$ cat config.mk
export PLATFORM = sky130hd
export DESIGN_NAME = shift_arbiter
export DESIGN_NICKNAME = d
export VERILOG_FILES = /design/src/rtl/shift_arbiter.sv
export SDC_FILE = /design/constraint.sdc
export NUM_CORES = 1
export LEC_CHECK = 0
export CAP_MARGIN = 20
export CORE_MARGIN = 5
export CORE_UTILIZATION = 40
export DETAILED_ROUTE_END_ITERATION = 12
export GPL_TIMING_DRIVEN = 0
export PLACE_DENSITY = 0.93
export SLEW_MARGIN = 20
export SYNTH_ARGS = -nofsm -noshare
export SYNTH_HDL_FRONTEND = slang
export SYNTH_SLANG_ARGS = --single-unit
$ cat constraint.sdc
create_clock -name clk -period 4.4 [get_ports clk]
set_input_delay 0.44 -clock clk [delete_from_list [all_inputs] [get_ports clk]]
set_output_delay 0.44 -clock clk [all_outputs]
set_load 0.005 [all_outputs]
$ cat src/rtl/shift_arbiter.sv
// shift_arbiter: round-robin front end for one shared combinational shifter.
// Two requesters feed an operand stage that drives the shifter. The shifter
// output is captured in a result stage that hands off to writeback with a
// valid/ready handshake.
module shift_arbiter #(
  parameter int XLEN         = 32,
  parameter int NB_OPERATION = 8,
  parameter int TAG_W        = 4
) (
  input  logic                    clk,
  input  logic                    reset_n,
  input  logic                    flush_i,
  input  logic                    req0_valid_i,
  output logic                    req0_ready_o,
  input  logic [XLEN-1:0]         req0_rs1_i,
  input  logic [XLEN-1:0]         req0_rs2_i,
  input  logic [NB_OPERATION-1:0] req0_cmd_i,
  input  logic [TAG_W-1:0]        req0_tag_i,
  input  logic                    req1_valid_i,
  output logic                    req1_ready_o,
  input  logic [XLEN-1:0]         req1_rs1_i,
  input  logic [XLEN-1:0]         req1_rs2_i,
  input  logic [NB_OPERATION-1:0] req1_cmd_i,
  input  logic [TAG_W-1:0]        req1_tag_i,
  output logic [XLEN-1:0]         sh_rs1_o,
  output logic [XLEN-1:0]         sh_rs2_o,
  output logic [NB_OPERATION-1:0] sh_cmd_o,
  output logic                    sh_en_o,
  input  logic [XLEN-1:0]         sh_data_i,
  output logic                    res_valid_o,
  input  logic                    res_ready_i,
  output logic [XLEN-1:0]         res_data_o,
  output logic                    res_src_o,
  output logic [TAG_W-1:0]        res_tag_o
);

  typedef struct packed {
    logic [XLEN-1:0]         rs1;
    logic [4:0]              amt;
    logic [NB_OPERATION-1:0] cmd;
    logic [TAG_W-1:0]        tag;
    logic                    src;
  } op_t;

  typedef struct packed {
    logic [XLEN-1:0]  data;
    logic [TAG_W-1:0] tag;
    logic             src;
  } res_t;

  // Requester views as packed arrays so the winner is selected by index.
  logic [1:0]                         req_valid;
  logic [1:0][XLEN-1:0]               req_rs1;
  logic [1:0][4:0]                    req_amt;
  logic [1:0][NB_OPERATION-1:0]       req_cmd;
  logic [1:0][TAG_W-1:0]              req_tag;
  logic [1:0]                         ready;

  // Only the low five bits of the shift amount are architecturally meaningful.
  logic unused_rs2_hi;
  assign unused_rs2_hi = ^{req0_rs2_i[XLEN-1:5], req1_rs2_i[XLEN-1:5]};

  assign req_valid = {req1_valid_i, req0_valid_i};
  assign req_rs1   = {req1_rs1_i, req0_rs1_i};
  assign req_amt   = {req1_rs2_i[4:0], req0_rs2_i[4:0]};
  assign req_cmd   = {req1_cmd_i, req0_cmd_i};
  assign req_tag   = {req1_tag_i, req0_tag_i};

  logic op_v_q, op_v_d, res_v_q, res_v_d, prio_q, prio_d;
  op_t  op_q, op_d;
  res_t res_q, res_d;
  logic res_adv, res_free, op_adv, op_can, both, grant, accept;

  assign res_adv  = res_v_q & res_ready_i;
  assign res_free = ~res_v_q | res_adv;
  assign op_adv   = op_v_q & res_free;
  assign op_can   = ~op_v_q | op_adv;

  // Arbitration: tie goes to prio_q; readies stay low while reset is asserted.
  always_comb begin
    both  = &req_valid;
    grant = both ? prio_q : req_valid[1];
    ready = '0;
    if ((|req_valid) && op_can && !flush_i && reset_n) ready[grant] = 1'b1;
    accept = |ready;
  end

  // Next state for both pipeline stages and the round-robin pointer.
  always_comb begin
    op_v_d  = op_v_q;
    op_d    = op_q;
    res_v_d = res_v_q;
    res_d   = res_q;
    prio_d  = prio_q;
    if (flush_i) begin
      op_v_d  = 1'b0;
      res_v_d = 1'b0;
    end else begin
      if (op_adv) begin
        res_v_d    = 1'b1;
        res_d.data = sh_data_i;
        res_d.tag  = op_q.tag;
        res_d.src  = op_q.src;
      end else if (res_adv) begin
        res_v_d = 1'b0;
      end
      if (accept) begin
        op_v_d     = 1'b1;
        op_d.rs1   = req_rs1[grant];
        op_d.amt   = req_amt[grant];
        op_d.cmd   = req_cmd[grant];
        op_d.tag   = req_tag[grant];
        op_d.src   = grant;
        if (both) prio_d = ~prio_q;
      end else if (op_adv) begin
        op_v_d = 1'b0;
      end
    end
  end

  // State registers; reset clears valids, pointer and all payload.
  always_ff @(posedge clk or negedge reset_n) begin
    if (!reset_n) begin
      op_v_q  <= 1'b0;
      res_v_q <= 1'b0;
      prio_q  <= 1'b0;
      op_q    <= '0;
      res_q   <= '0;
    end else begin
      op_v_q  <= op_v_d;
      res_v_q <= res_v_d;
      prio_q  <= prio_d;
      op_q    <= op_d;
      res_q   <= res_d;
    end
  end

  assign req0_ready_o = ready[0];
  assign req1_ready_o = ready[1];
  assign sh_rs1_o     = op_q.rs1;
  assign sh_rs2_o     = {{(XLEN-5){1'b0}}, op_q.amt};
  assign sh_cmd_o     = op_q.cmd;
  assign sh_en_o      = op_v_q;
  assign res_valid_o  = res_v_q;
  assign res_data_o   = res_q.data;
  assign res_tag_o    = res_q.tag;
  assign res_src_o    = res_q.src;

endmodule

==> impl_metrics.ini <==
[global_route]
via_count_of_the_first_global_routing_pass = 4686
grt_max_degree = 48
antenna_found_initial = 0
grt_overflow_total = 0
grt_usage_pct = 20.8
grt_pass1_wl_um = 24000

[cells_and_area]
diodes = 0
layout-drive-gt1-share_pct = 19.1
mostFrequentLayoutCells = 219 x clkdlybuf4s50_1, 98 x a31oi_1, 90 x dfrtp_1, 72 x buf_4, 50 x nand3b_1
final_core_utilization_pct = 64.4
area_overhead_vs_synth_pct = 59.8
final_common_cell = clkdlybuf4s50_1
post_layout_nets = 913

[critical_path]
worst_path_dominant_cell_family = buffers and inverters
reg2reg_from = prio_q$_DFFE_PN0P_
critPathMaxFanout = 47
crit_arrival_ns = 3.02
r2r-end = op_q[0]$_DFFE_PN0P_
crit_path_start_kind = input pin
timing.critical_path.from = reset_n
setup.reg_to_reg.worst_slack_ns = 2.57
ff2ff_path_depth = 5
worst_setup_path_class = input pin to primary output
worstSetupEndpointType = primary output
worstPathBufferInverterCount = 5
worst_ep_required_time_ns = 3.96
crit_top_cell = clkbuf_1
critical_path.max_stage_delay_ns = 0.56
slowest_cell_on_the_critical_path = clkdlybuf4s50_1
sequence_of_cells_on_the_critical_path = buf_6 -> buf_16 -> nor2b_1 -> clkbuf_1 -> clkbuf_1 -> nand3_1 -> nor2_1 -> clkdlybuf4s50_1

[detailed_routing]
drt_drc_violations_left = 0
route.detailed.vias_per_inst = 5.27
vias = 4609
drt-initial-drc-count = 347
final_antenna_net_count = 0
routedWlPerCell_um = 17.5
drt-pass1-iter-count = 5
drt-total-wl_um = 15400

[floorplanning]
area_of_the_core_region_um2 = 11900
floorplan.die.height_um = 119
number_of_cell_rows = 40
floorplan.io_pins = 303
floorplan.die_area_um2 = 14200
start_util_pct = 40.3
fp.dieW_um = 119

[sta]
grt_setup_unrepaired = no
relative_slew_margins_pct = 62.7
setup_ws_ns = 0.943
clock-skew-final_ns = 0.0102
finalSetupViolations = 0
worst-slew-pin-transition_ns = 0.560
count_of_endpoints_failing_hold_in_the_final_timing_report = 0
share_of_the_clock_period_used_by_the_worst_path_pct = 78.6
final.hold.worst_slack_ns = 0.0300
count_of_final_max_slew_check_failures = 0
final_period_minus_worst_setup_slack_ns = 3.46
fmax_ghz = 0.289

[yosys]
main_combinational_cell_family_by_area_after_synthesis = compound AO/OA/AOI/OAI gates
post_synth_inst_count = 465
yosysUniqueCellTypes = 22
synth_adder_area_share_pct = 0
syn-cell-area_um2 = 4780
yosys-mux-area-fraction_pct = 8.95
synth-xor-area-share_pct = 0.183
compound_gate_fraction_of_synth_area_pct = 18.2
synth_seq_area_share_pct = 47.1
synth-seq-cells = 90
syn_avg_cell_area_um2 = 10.3
post_synth_and_or_nand_nor_area_fraction_pct = 9.44
synthesis.yosys.warnings = 0

[power_and_ir_drop]
logic_pwr_share_pct = 34.9
cellLeakagePower_nw = 3.09
power_per_cell_area_nw_per_um2 = 402
netSwitchingFraction_pct = 26.4
power.share.sequential_pct = 36.0
power.ir.vdd_worst_mv = 0.202
clock_power_share_pct = 29.1
switchingPower_mw = 0.811
internal_power_mw = 2.26

[clocking]
cts_setup_buffers = 0
clock_tree.buffer_depth = 2
clkSlewWorstSetupHoldPaths_ns = 0.07
hold_buffers = 0
clock_tree_from_tritoncts = built
clock-sinks = 90
cts-buffers-inserted = 9
clkLatencyLatePin_ns = 0.33
cts.root.buffer_cell = clkbuf_16
cts-htree-levels = 3
cts_resized = 0

[hold_path]
holdCritPathClass = input pin to async pin

[run]
drv.max_cap_violation_count = 0

[place]
number_of_buffers_added_on_ports = 220
post-dp-hpwl_um = 11800
place_congestion = 0.828
pre_cts_slack_ns = 0.919

[status]
status = finished, final reports clean
## routing by layer
| metal | global-route usage [%] | routed length (µm) | part of all wire [%] |
|---|---|---|---|
| met5 | 0 | 0 | 0 |
| met4 | 5.65 | 286 | 1.9 |
| met3 | 5.03 | 1280 | 8.3 |
| met2 | 36.9 | 7710 | 50 |
| met1 | 25.2 | 6070 | 40 |
## per-stage QoR
stage               std cells  setup TNS (ns)  cell area [µm²]  total power [mW]
CTS                       875               0             7640              3.10
floorplan                 491               0             4880              1.59
global route              875               0             7640              3.23
finish                    875               0             7640              3.07
global placement          858          -99.15             7270              2.16
detailed placement        859               0             7300              2.20
## flip-flops by register name, indices dropped and copies added (netlist names)
name	flops
sh_en_o	1
res_tag_o	4
sh_rs1_o	32
res_valid_o	1
res_data_o	32
op_q	5
sh_cmd_o	8
res_src_o	1
sh_rs2_o	5
prio_q	1
## cells in the mapped netlist (all sizes together)
cell | instances | share of area (%)
a31oi | 98 | 13
a32o | 1 | 0.21
and3 | 1 | 0.13
buf | 84 | 13
clkbuf | 37 | 2.9
conb | 1 | 0.078
dfrtp | 90 | 47
inv | 2 | 0.16
mux2 | 38 | 8.9
nand3 | 1 | 0.10
nand3b | 50 | 7.8
nand4 | 1 | 0.13
nor2 | 4 | 0.31
nor2b | 4 | 0.52
nor3 | 1 | 0.10
nor3b | 1 | 0.16
o21ai | 49 | 5.1
or2 | 1 | 0.13
xnor2 | 1 | 0.18
## power groups by stage
stage | clock network [mW] | logic, mW | registers, mW
floorplan | 0 | 0.483 | 1.11
global placement | 0 | 1.05 | 1.11
detailed placement | 0 | 1.07 | 1.12
CTS | 0.912 | 1.08 | 1.11
global route | 0.942 | 1.16 | 1.13
finish | 0.894 | 1.07 | 1.11
## worst max path at each step
stage / endpoint / slack [ns] / cells after the start
final: req0_ready_o / 0.94 / 8
after global routing: req0_ready_o / 0.66 / 8
after CTS: req0_ready_o / 0.91 / 8
after detailed placement: req0_ready_o / 0.92 / 8
after global placement: req0_ready_o / -1.93 / 7
after floorplan: req1_ready_o / 2.61 / 6
## worst reg2reg max path, cell delays in order, from the launching register on
cell and delay (ns):
dfrtp_1 0.40, nor2b_1 0.11, clkbuf_1 0.44, clkbuf_1 0.35, nor2_1 0.14, mux2_2 0.28
## kinds of logic after synthesis
logic type             Yosys count
XOR/XNOR                         1
flip-flops                      90
AO/OA/AOI/OAI                  148
multiplexers                    38
buffers and inverters          123
AND/OR/NAND/NOR                 64
other                            1
## area by class of cell
type / count / area [µm²]
Fill cell: 944 / 4220
Sequential cell: 90 / 2250
Timing Repair Buffer: 221 / 2230
Multi-Input combinational cell: 278 / 1860
Buffer: 121 / 763
Clock buffer: 9 / 225
Tap cell: 147 / 184
Clock inverter: 7 / 121
Inverter: 2 / 7.51
No activity file was read; power rests on OpenSTA's default activity.
